<file path="src/rtl/amber_trap_return.sv">
// RETT sequencer: reads LR from the SR file, validates it, then redirects fetch or raises a return fault.
// Also tracks the trap nesting depth, which trap entry increments and a completed return decrements.
module amber_trap_return #(
  parameter int unsigned ADDR_W    = 48,
  parameter int unsigned SR_IDX_W  = 4,
  parameter int unsigned SR_IDX_LR = 1,
  parameter int unsigned NEST_MAX  = 4
) (
  input  logic                iw_clk,
  input  logic                iw_rst_n,
  input  logic                iw_trap_taken,
  input  logic                iw_rett_valid,
  output logic                ow_rett_ack,
  output logic                ow_sr_rd_en,
  output logic [SR_IDX_W-1:0] ow_sr_rd_idx,
  input  logic [ADDR_W-1:0]   iw_sr_rd_data,
  output logic                ow_redir_valid,
  input  logic                iw_redir_ready,
  output logic [ADDR_W-1:0]   ow_redir_pc,
  output logic                ow_stall,
  output logic                ow_in_trap,
  output logic [2:0]          ow_nest_depth,
  output logic                ow_fault_valid,
  output logic [1:0]          ow_fault_code
);

  localparam int unsigned DEPTH_W = 3;
  localparam logic [DEPTH_W-1:0] DEPTH_MAX = DEPTH_W'(NEST_MAX);

  localparam logic [2:0] S_IDLE  = 3'd0;
  localparam logic [2:0] S_RDLR  = 3'd1;
  localparam logic [2:0] S_CHECK = 3'd2;
  localparam logic [2:0] S_REDIR = 3'd3;
  localparam logic [2:0] S_FAULT = 3'd4;

  localparam logic [1:0] FC_LR_ZERO  = 2'd1;
  localparam logic [1:0] FC_DEPTH0   = 2'd2;
  localparam logic [1:0] FC_OVERFLOW = 2'd3;

  logic [2:0]         state, state_nxt;
  logic [DEPTH_W-1:0] depth, depth_nxt;
  logic [1:0]         code_q, code_nxt;
  logic [ADDR_W-1:0]  pc_q, pc_nxt;
  logic               rd_en_q, stall_q, in_trap_q, redir_valid_q, fault_q;
  logic               handshake, overflow;

  // State, depth and registered outputs.
  always_ff @(posedge iw_clk or negedge iw_rst_n) begin
    if (!iw_rst_n) begin
      state         <= S_IDLE;
      depth         <= '0;
      code_q        <= '0;
      pc_q          <= '0;
      rd_en_q       <= 1'b0;
      stall_q       <= 1'b0;
      in_trap_q     <= 1'b0;
      redir_valid_q <= 1'b0;
      fault_q       <= 1'b0;
    end else begin
      state         <= state_nxt;
      depth         <= depth_nxt;
      code_q        <= code_nxt;
      pc_q          <= pc_nxt;
      rd_en_q       <= (state_nxt == S_RDLR);
      stall_q       <= (state_nxt != S_IDLE);
      in_trap_q     <= (depth_nxt != '0);
      redir_valid_q <= (state_nxt == S_REDIR);
      fault_q       <= (state_nxt == S_FAULT);
    end
  end

  // Next-state and depth logic; a trap entry overrides any RETT in flight.
  always_comb begin
    state_nxt = state;
    depth_nxt = depth;
    code_nxt  = code_q;
    pc_nxt    = pc_q;
    handshake = (state == S_REDIR) && iw_redir_ready;
    overflow  = iw_trap_taken && (depth == DEPTH_MAX);

    case (state)
      S_IDLE:  if (iw_rett_valid) state_nxt = S_RDLR;
      S_RDLR:  state_nxt = S_CHECK;
      S_CHECK: begin
        pc_nxt = iw_sr_rd_data;
        if (depth == '0) begin
          state_nxt = S_FAULT;
          code_nxt  = FC_DEPTH0;
        end else if (iw_sr_rd_data == '0) begin
          state_nxt = S_FAULT;
          code_nxt  = FC_LR_ZERO;
        end else begin
          state_nxt = S_REDIR;
        end
      end
      S_REDIR: begin
        if (handshake) begin
          state_nxt = S_IDLE;
          depth_nxt = depth - DEPTH_W'(1);
        end
      end
      S_FAULT: state_nxt = S_IDLE;
      default: state_nxt = S_IDLE;
    endcase

    if (iw_trap_taken) begin
      state_nxt = S_IDLE;
      code_nxt  = code_q;
      depth_nxt = overflow ? depth : depth + DEPTH_W'(1);
    end
  end

  // Ack and the overflow fault must land in the same cycle as their cause.
  assign ow_rett_ack    = ((redir_valid_q && iw_redir_ready) || fault_q) && !iw_trap_taken;
  assign ow_fault_valid = (fault_q && !iw_trap_taken) || overflow;
  assign ow_fault_code  = overflow ? FC_OVERFLOW : code_q;

  assign ow_sr_rd_en    = rd_en_q;
  assign ow_sr_rd_idx   = SR_IDX_W'(SR_IDX_LR);
  assign ow_redir_valid = redir_valid_q;
  assign ow_redir_pc    = pc_q;
  assign ow_stall       = stall_q;
  assign ow_in_trap     = in_trap_q;
  assign ow_nest_depth  = depth;

endmodule
</file>
<file path="config.mk">
export PLATFORM = sky130hd
export DESIGN_NAME = amber_trap_return
export DESIGN_NICKNAME = d
export VERILOG_FILES = /design/src/rtl/amber_trap_return.sv
export SDC_FILE = /design/constraint.sdc
export NUM_CORES = 1
export LEC_CHECK = 0
export CELL_PAD_IN_SITES_DETAIL_PLACEMENT = 1
export CELL_PAD_IN_SITES_GLOBAL_PLACEMENT = 1
export CORE_MARGIN = 3
export CORE_UTILIZATION = 25
export CTS_CLUSTER_DIAMETER = 200
export CTS_CLUSTER_SIZE = 20
export DETAILED_ROUTE_END_ITERATION = 10
export PLACE_DENSITY = 0.72
export SLEW_MARGIN = 20
export SYNTH_ARGS = -nofsm -noshare
export SYNTH_HDL_FRONTEND = slang
export SYNTH_SLANG_ARGS = --single-unit
export TNS_END_PERCENT = 5
</file>
<file path="constraint.sdc">
create_clock -name iw_clk -period 1.7 [get_ports iw_clk]
set_input_delay 0.17 -clock iw_clk [delete_from_list [all_inputs] [get_ports iw_clk]]
set_output_delay 0.17 -clock iw_clk [all_outputs]
set_load 0.005 [all_outputs]
</file>
### Yosys cells after proc, flatten, opt, wreduce, memory -nomap -nowiden

Cells that the tools add are included.

* register bits after elaboration: 61
* bits of input ports: 53
* output and inout bits: 63

* add/subtract/negate cells: 2
* eq/ne operators: 7
* multiplexer cells: 13
* bitwise operators: 1
* reductions and logical operators: 15

Operators by type and width (count)
* $logic_not A48 Y1: 1
* $mux W3: 9
* $pmux W3 S4: 1
* $eq A3 B2 Y1 const B: 3
* $eq A3 B1 Y1 const B: 2
* $eq A3 B3 Y1 const B: 2
* $logic_not A3 Y1: 2
* $mux W2: 3
* $reduce_bool A3 Y1: 2
* $logic_and A1 B1 Y1: 5
* $add A3 B1 Y3 const B: 1
* $reduce_and A3 Y1: 1
* $sub A3 B1 Y3 const B: 1
* $logic_or A1 B1 Y1: 2
* $reduce_bool A2 Y1: 1
* $logic_not A1 Y1: 1
* $not A1 Y1: 1

### Logic depth before layout (Yosys ltp)

Gate-level depths: netlist of the first run.

* depth after elaboration: 6
* depth in mapped cells: 6

### Worst setup path before layout of the first run

Ideal clock, no wire load.

* kind: register to register
* start: reg state[1]
* end: reg pc_q[0], in the netlist ow_redir_pc[0]
* setup time: 0.125 ns
* data arrival time: 1.378 ns
* data required time: 1.575 ns
* setup slack: 0.197 ns
* stages on the path, launching flop included: 6
* buffers on the path: 2
* period minus slack after synthesis: 1.503 ns
* path through: dfrtp_1 -> nor2b_2 -> and2b_1 -> buf_4 -> buf_6 -> mux2_2

* cells in the longest elaborated chain, start to end: 1

RTL lines
* start: declaration: RTL line 40 `logic [2:0] state, state_nxt;`
* start signal: assignment: RTL line 60 `state <= state_nxt;`
* $eq A3 B2 Y1: RTL line 81 `case (state)`
* end signal: assignment: RTL line 63 `pc_q <= pc_nxt;`
* end: declaration: RTL line 43 `logic [ADDR_W-1:0] pc_q, pc_nxt;`

Every way passes these cells.
A chain may end at the register's enable or synchronous reset.

### Final worst setup path of the first run

* start: in iw_sr_rd_data[42]
* end: reg stall_q, in the netlist ow_stall

* cells in the longest elaborated chain, start to end: 6

RTL lines
* start: declaration: RTL line 16 `input logic [ADDR_W-1:0] iw_sr_rd_data,`
* $logic_not A48 Y1: RTL line 89 `end else if (iw_sr_rd_data == '0) begin`
* $mux W3: RTL line 89
* $mux W3: RTL line 86 `if (depth == '0) begin`
* $pmux W3 S4: RTL line 81
* $mux W3: RTL line 106 `if (iw_trap_taken) begin`
* $reduce_bool A3 Y1: RTL line 65 `stall_q <= (state_nxt != S_IDLE);`
* end signal: assignment: RTL line 65
* end: declaration: RTL line 44 `logic rd_en_q, stall_q, in_trap_q, redir_valid_q, fault_q;`

Every way passes these cells.

==> out/metrics.cfg, run 1 <==
[cells_and_area]
final-seq-area_um2 = 1526
area_growth_pct = 70.55
drive_gt1_share_pct = 30.70
num-nets-final = 394
antenna-diode-count = 0
final_cell_count_no_fill = 475
multi_input_comb_area_um2 = 1102
num-fill-cells = 1074

[clocking]
cts.reportedPaths.clkPinSlew_ns = 0.06
postCtsSetupBuffers = 0
cts.htree.levels = 3
worstSkewPairLatency_ns = 0.32
cts-root-buf = sky130_fd_sc_hd__clkbuf_8
cts_made_buffers = 9
tritoncts = done
clkSinkCount = 61
buffer_levels_on_the_longest_clock_path = 2

[worst_setup_path]
r2r_slack_ns = 0.18
worst-path-buf-inv = 1
worst_path_arrival_time_ns = 1.84
critical_path.endpoint_type = flop
crit_path_cell_trace = clkdlybuf4s50_1, nor4_1, nand4_1, or3_4, a31oi_4, o221ai_2
startpoint_type = input port
rr_startpoint = state[0]$_DFF_PN0_
worst-endpoint-required_ns = 1.89
crit_type = in2reg
maximum_fanout_along_the_worst_path = 4
worst_path_largest_cell_delay_ns = 0.44
cp_top_family = simple AND/OR/NAND/NOR gates
worst_reg_to_reg_path_cell_count = 4
critical-path-slowest-cell = sky130_fd_sc_hd__or3_4
regToRegEndpoint = ow_redir_pc[4]$_DFFE_PN0P_

[detailed_routing]
dr.first_iter.drc_count = 59
finalWirelength_mm = 7.580
vias = 2121
wl_per_cell_um = 15.96
ant_nets = 0
drt_drc_violations_left = 0
drt_first_pass_iters = 4
drt-vias-per-instance = 4.465

[place]
gp_routability_congestion = 0.7556
placement.io_buffers = 111
place_ws_ns = -0.5165
dp.final_hpwl_mm = 5.761
dpl.cell_count = 459

[floorplan]
die-width_um = 108.2
core_area_um2 = 9955
dieHeight_um = 108.2
floorplan.initialDensity_pct = 26.24
die_area_um2 = 11710
std_cell_rows = 36
ios = 116

[synth]
synth.cell_area_um2 = 2613
synthXorXnorAreaFrac_pct = 1.006
async_flop_share_pct = 100.0
synth.cells.most_frequent = 61 x sky130_fd_sc_hd__dfrtp_1, 41 x sky130_fd_sc_hd__mux2_2, 11 x sky130_fd_sc_hd__nor4_1
synthesized_area_per_cell_um2 = 13.33
synth_most_common_cell = sky130_fd_sc_hd__dfrtp_1
synth-seq-area-share_pct = 58.43
synth_ff_type = sky130_fd_sc_hd__dfrtp_1
syn-instance-count = 196
synth_compound_area_share_pct = 5.029
synth_cell_types = 36
postSynthRegisterBits = 61
synth_top_cell_area_share_pct = 58.43
synth.yosys.warnings = 0
number_of_synthesized_flops_with_an_enable_pin = 0
synth_fa_ha_area_share_pct = 1.437
synthTopCellsByArea = sky130_fd_sc_hd__dfrtp_1 58%, sky130_fd_sc_hd__mux2_2 18%, sky130_fd_sc_hd__mux2_1 3.0%
synth_top_family_by_area = multiplexers
yosys.area_share.simple_pct = 9.674
synthMuxAreaShare_pct = 20.69
synthDominantAreaCellType = sky130_fd_sc_hd__dfrtp_1

[timing]
postLayoutSetupSlackWorst_ns = 0.05049
clock.fmax_mhz = 606.2
rsz0062_at_grt = no
period_share_pct = 97.03
finalHoldViolations = 0
clock-skew-final_ns = 0.01124
period_minus_slack_ns = 1.650
drv_slew = 0
setup_viol_count_final = 0

[global_routing]
grt_max_degree = 37
grt_antenna_before_repair = 0
grt_pass1_wl_mm = 11.76
grt_pass1_vias = 2311
gr-usage-all-layers_pct = 13.07
globalRouteOverflowTotal = 0

[job]
maxCapViolations = 0

[power]
leakage_nw = 2.087
power_mw = 6.694
worst_ir_drop_vdd_mv = 0.5863
p_per_area_nw_per_um2 = 1502

[min_path]
min_delay_worst_endpoint = ow_redir_pc[40]$_DFFE_PN0P_
hold_depth = 2
holdCritPathClass = in2reg
holdCritStartpoint = iw_sr_rd_data[40]

[outcome]
status = finished clean

==> cells in the final DEF, fill, tap and decap left out, types with 2 or more instances in the layout <==
master / n
sky130_fd_sc_hd__nor4_4: 2
sky130_fd_sc_hd__o21ai_0: 6
sky130_fd_sc_hd__inv_1: 4
sky130_fd_sc_hd__inv_2: 2
sky130_fd_sc_hd__nor4_2: 9
sky130_fd_sc_hd__buf_4: 25
sky130_fd_sc_hd__buf_12: 2
sky130_fd_sc_hd__dlygate4sd2_1: 2
sky130_fd_sc_hd__mux2_2: 41
sky130_fd_sc_hd__conb_1: 4
sky130_fd_sc_hd__clkdlybuf4s50_1: 74
sky130_fd_sc_hd__bufinv_16: 2
sky130_fd_sc_hd__dlymetal6s2s_1: 33
sky130_fd_sc_hd__nand2_1: 10
sky130_fd_sc_hd__nand2b_1: 2
sky130_fd_sc_hd__ha_1: 2
sky130_fd_sc_hd__mux2_1: 7
sky130_fd_sc_hd__nor2_1: 10
sky130_fd_sc_hd__a21oi_1: 2
sky130_fd_sc_hd__clkbuf_8: 10
sky130_fd_sc_hd__nand4_1: 3
sky130_fd_sc_hd__dfrtp_1: 61
sky130_fd_sc_hd__xnor2_1: 3
==> stage by stage <==
| stage | setup TNS, ns | util [%] | hold WS, ns | instance area, um2 |
|---|---|---|---|---|
| final | 0 | 44.76 | 0.1412 | 4456 |
| after CTS | -0.02913 | 43.45 | 0.3964 | 4325 |
| after global placement | -3.661 | 40.72 | 0.2052 | 4054 |
| after global routing | 0 | 44.76 | 0.1220 | 4456 |
| after detailed placement | -3.629 | 40.72 | 0.2200 | 4054 |
| after floorplan | 0 | - | -0.1256 | 2620 |
==> how the worst max path moves through the flow <==
stage / start / to / slack, ns / cells past startpoint
5_1_grt: iw_sr_rd_data[42] / ow_stall$_DFF_PN0_ / 0.005 / 6
3_3_place_gp: iw_sr_rd_data[1] / ow_stall$_DFF_PN0_ / -0.51 / 6
6_report: iw_sr_rd_data[42] / ow_stall$_DFF_PN0_ / 0.05 / 6
2_1_floorplan: state[1]$_DFF_PN0_ / ow_redir_pc[0]$_DFFE_PN0P_ / 0.20 / 5
4_1_cts: iw_sr_rd_data[1] / ow_stall$_DFF_PN0_ / -0.03 / 6
3_5_place_dp: iw_sr_rd_data[1] / ow_stall$_DFF_PN0_ / -0.52 / 6
==> registers in the layout (all words and copies together), names as in the netlist <==
register and flops:
code_q 2, ow_stall 1, ow_nest_depth 3, state 3, fault_q 1, ow_in_trap 1
ow_sr_rd_en 1, ow_redir_valid 1, ow_redir_pc 48
==> cell families (layout without fill, tap and decap cells) <==
family / count (synthesis) / count (layout)
adder cells (fa/ha/maj): 3 / 3
AND/OR/NAND/NOR: 46 / 46
other: 2 / 4
buffers and inverters: 16 / 160
XOR/XNOR: 3 / 3
AO/OA/AOI/OAI: 17 / 17
multiplexers: 48 / 48
flip-flops: 61 / 61
==> report_power, final <==
part           internal, mW  total [mW]  switching [mW]
Sequential             2.10        2.44           0.345
Combinational          1.90        2.84           0.937
Clock                 0.856        1.41           0.558
Total                  4.85        6.69            1.84
==> what timing repair did <==
| item | CTS | global route |
|---|---|---|
| hold buffers | 1 | 0 |
| gates resized for setup | 13 | 41 |
| pin swaps | 1 | 16 |
| endpoints found under the setup margin | 11 | 9 |
| endpoints found under the hold margin | 61 | 0 |
| gates cloned | 0 | 0 |
==> cell type report <==
type,count,area share [%]
flip-flops and latches,61,34.26
repair buffers,139,31.96
well taps,133,3.735
clock inverters,4,1.629
multi-input cells,121,24.74
clock buffers,11,3.173
inverters,6,0.5055
==> metal layers <==
| metal | part of all wire (%) | GRT usage [%] |
|---|---|---|
| met2 | 53 | 23.45 |
| met4 | 0.65 | 4.599 |
| met5 | 0 | 0 |
| met3 | 7.0 | 4.060 |
| met1 | 39 | 14.59 |
Note: power is estimated with default switching activity, not from simulation.
==> run 2: changes to the inputs <==
MAX_ROUTING_LAYER = met4   (was not set)
==> run 2 against run 1 <==
Effect of this change: wire length rose by 0.50%; power rose by 0.11%; global-route usage rose by 0.42 points; final cell count did not move; via count fell by 0.99%; maximum frequency barely moved; critical endpoint unchanged.
==> out/metrics.cfg, run 2 (same netlist as run 1, synthesis figures left out) <==
[place]
dp.final_hpwl_mm = 5.761  ; unchanged
gp_routability_congestion = 0.7654  ; +1.3%
placement.io_buffers = 111  ; unchanged
place_ws_ns = -0.5165  ; unchanged

[min_path]
hold_depth = 2  ; unchanged
holdCritPathClass = in2reg

[timing]
clock.fmax_mhz = 605.9  ; about the same
rsz0062_at_grt = no
holdWs_ns = 0.1401  ; -0.001147 ns
drv_slew = 0  ; unchanged
setup_viol_count_final = 0  ; unchanged
postLayoutSetupSlackWorst_ns = 0.04956  ; -0.0009240 ns
final_tns_setup_ns = 0  ; unchanged
finalHoldViolations = 0  ; unchanged
clock-skew-final_ns = 0.01032  ; -0.0009188 ns
period_share_pct = 97.08  ; about the same
period_minus_slack_ns = 1.650  ; +0.0009240 ns

[power]
p_per_area_nw_per_um2 = 1504  ; +0.11%
p_comb_share_pct = 42.4  ; about the same
leakage_nw = 2.087  ; unchanged
p_seq_share_pct = 36.5  ; about the same
clock_power_share_pct = 21.1  ; about the same
internal_power_mw = 4.854  ; about the same
power_mw = 6.701  ; +0.11%
worst_ir_drop_vdd_mv = 0.5848  ; -0.25%
swShare_pct = 27.57  ; +0.076 points
power_switching_mw = 1.847  ; +0.38%

[detailed_routing]
drt_first_pass_iters = 4  ; unchanged
drt-vias-per-instance = 4.421  ; -0.99%
finalWirelength_mm = 7.618  ; +0.50%
wl_per_cell_um = 16.04  ; +0.50%
drt_drc_violations_left = 0  ; unchanged
vias = 2100  ; -0.99%
dr.first_iter.drc_count = 63  ; +6.8%
ant_nets = 0  ; unchanged

[worst_setup_path]
crit_type = in2reg
startpoint_type = input port
worst_path_arrival_time_ns = 1.84  ; about the same
maximum_fanout_along_the_worst_path = 4  ; unchanged
worst-endpoint-required_ns = 1.89  ; about the same
worst_reg_to_reg_path_cell_count = 4  ; unchanged
critical_path.endpoint_type = flop

[global_routing]
grt_antenna_before_repair = 0  ; unchanged
grt_max_degree = 37  ; unchanged
grt_pass1_vias = 2310  ; -0.043%
grt_pass1_wl_mm = 11.76  ; about the same
gr-usage-all-layers_pct = 13.49  ; +0.42 points
globalRouteOverflowTotal = 0  ; unchanged

[cells_and_area]
finalCoreUtilization_pct = 44.76  ; unchanged
drive_gt1_share_pct = 30.70  ; unchanged
layout_commonest_cell = sky130_fd_sc_hd__clkdlybuf4s50_1
layout_common_cells = 74 x sky130_fd_sc_hd__clkdlybuf4s50_1, 61 x sky130_fd_sc_hd__dfrtp_1, 41 x sky130_fd_sc_hd__mux2_2
largest_register_ffs = 48  ; unchanged
num-nets-final = 394  ; unchanged
area_growth_pct = 70.55  ; unchanged
antenna-diode-count = 0  ; unchanged

[clocking]
cts-root-buf = sky130_fd_sc_hd__clkbuf_8
cts.reportedPaths.clkPinSlew_ns = 0.06  ; about the same
clkSinkCount = 61  ; unchanged
worstSkewPairLatency_ns = 0.32  ; about the same
tritoncts = done
cts.htree.levels = 3  ; unchanged
cts_made_buffers = 9  ; unchanged
buffer_levels_on_the_longest_clock_path = 2  ; unchanged

[floorplan]
std_cell_rows = 36  ; unchanged
dieHeight_um = 108.2  ; unchanged
die_area_um2 = 11710  ; unchanged
die-width_um = 108.2  ; unchanged
core_area_um2 = 9955  ; unchanged
floorplan.initialDensity_pct = 26.24  ; unchanged
ios = 116  ; unchanged

[job]
maxCapViolations = 0  ; unchanged

[outcome]
status = finished clean

run 2: power groups by stage:
stage | Sequential (mW) | Combinational (mW) | Clock [mW]
floorplan | 2.51 | 0.904 | 0
global placement | 2.42 | 2.79 | 0
detailed placement | 2.46 | 2.84 | 0
CTS | 2.45 | 2.90 | 1.46
global route | 2.54 | 3.07 | 1.54
finish | 2.44 | 2.84 | 1.42
run 2: final cells by class:
| type | count | area [um2] |
|---|---|---|
| Clock buffer | 11 | 141.4 |
| Clock inverter | 4 | 72.57 |
| Fill cell | 1074 | 5499 |
| Inverter | 6 | 22.52 |
| Multi-Input combinational cell | 121 | 1102 |
| Sequential cell | 61 | 1526 |
| Tap cell | 133 | 166.4 |
| Timing Repair Buffer | 139 | 1424 |
run 2: metal layers:
metal	global-route usage, %	up-vias	wire [um]
met4	4.599	0	65
met3	3.761	5	473
met5	-	-	0
met2	23.36	67	4000
met1	14.97	1052	3079
li1	-	976	-
run 2: through the flow:
stage / cell area [um2] / std cells
3_5_place_dp: 4054 / 459
5_1_grt: 4456 / 475
3_3_place_gp: 4054 / 459
2_1_floorplan: 2620 / 198
6_report: 4456 / 475
4_1_cts: 4325 / 475
run 2: final timing paths:
path | start | end | slack [ns]
min in group asynchronous | iw_rst_n | code_q[0]$_DFFE_PN0P_ | 0.40
min reg2reg | ow_redir_pc[41]$_DFFE_PN0P_ | ow_redir_pc[41]$_DFFE_PN0P_ | 0.49
min | iw_sr_rd_data[40] | ow_redir_pc[40]$_DFFE_PN0P_ | 0.14
max | iw_sr_rd_data[42] | ow_stall$_DFF_PN0_ | 0.05
max reg2reg | state[0]$_DFF_PN0_ | ow_redir_pc[4]$_DFFE_PN0P_ | 0.17
max in group asynchronous | iw_rst_n | ow_redir_pc[0]$_DFFE_PN0P_ | 0.91
run 2: timing repair:
item | CTS | global route
buffers inserted | 0 | 0
hold buffers | 1 | 0
resized for setup | 13 | 41
endpoints found under the hold margin | 61 | 0
pin swaps | 1 | 16
setup endpoints to repair | 11 | 9
run 2: critical path, stage by stage:
cell,delay (ns)
sky130_fd_sc_hd__clkdlybuf4s50_1,0.43
sky130_fd_sc_hd__nor4_1,0.28
sky130_fd_sc_hd__nand4_1,0.16
sky130_fd_sc_hd__or3_4,0.44
sky130_fd_sc_hd__a31oi_4,0.23
sky130_fd_sc_hd__o221ai_2,0.12
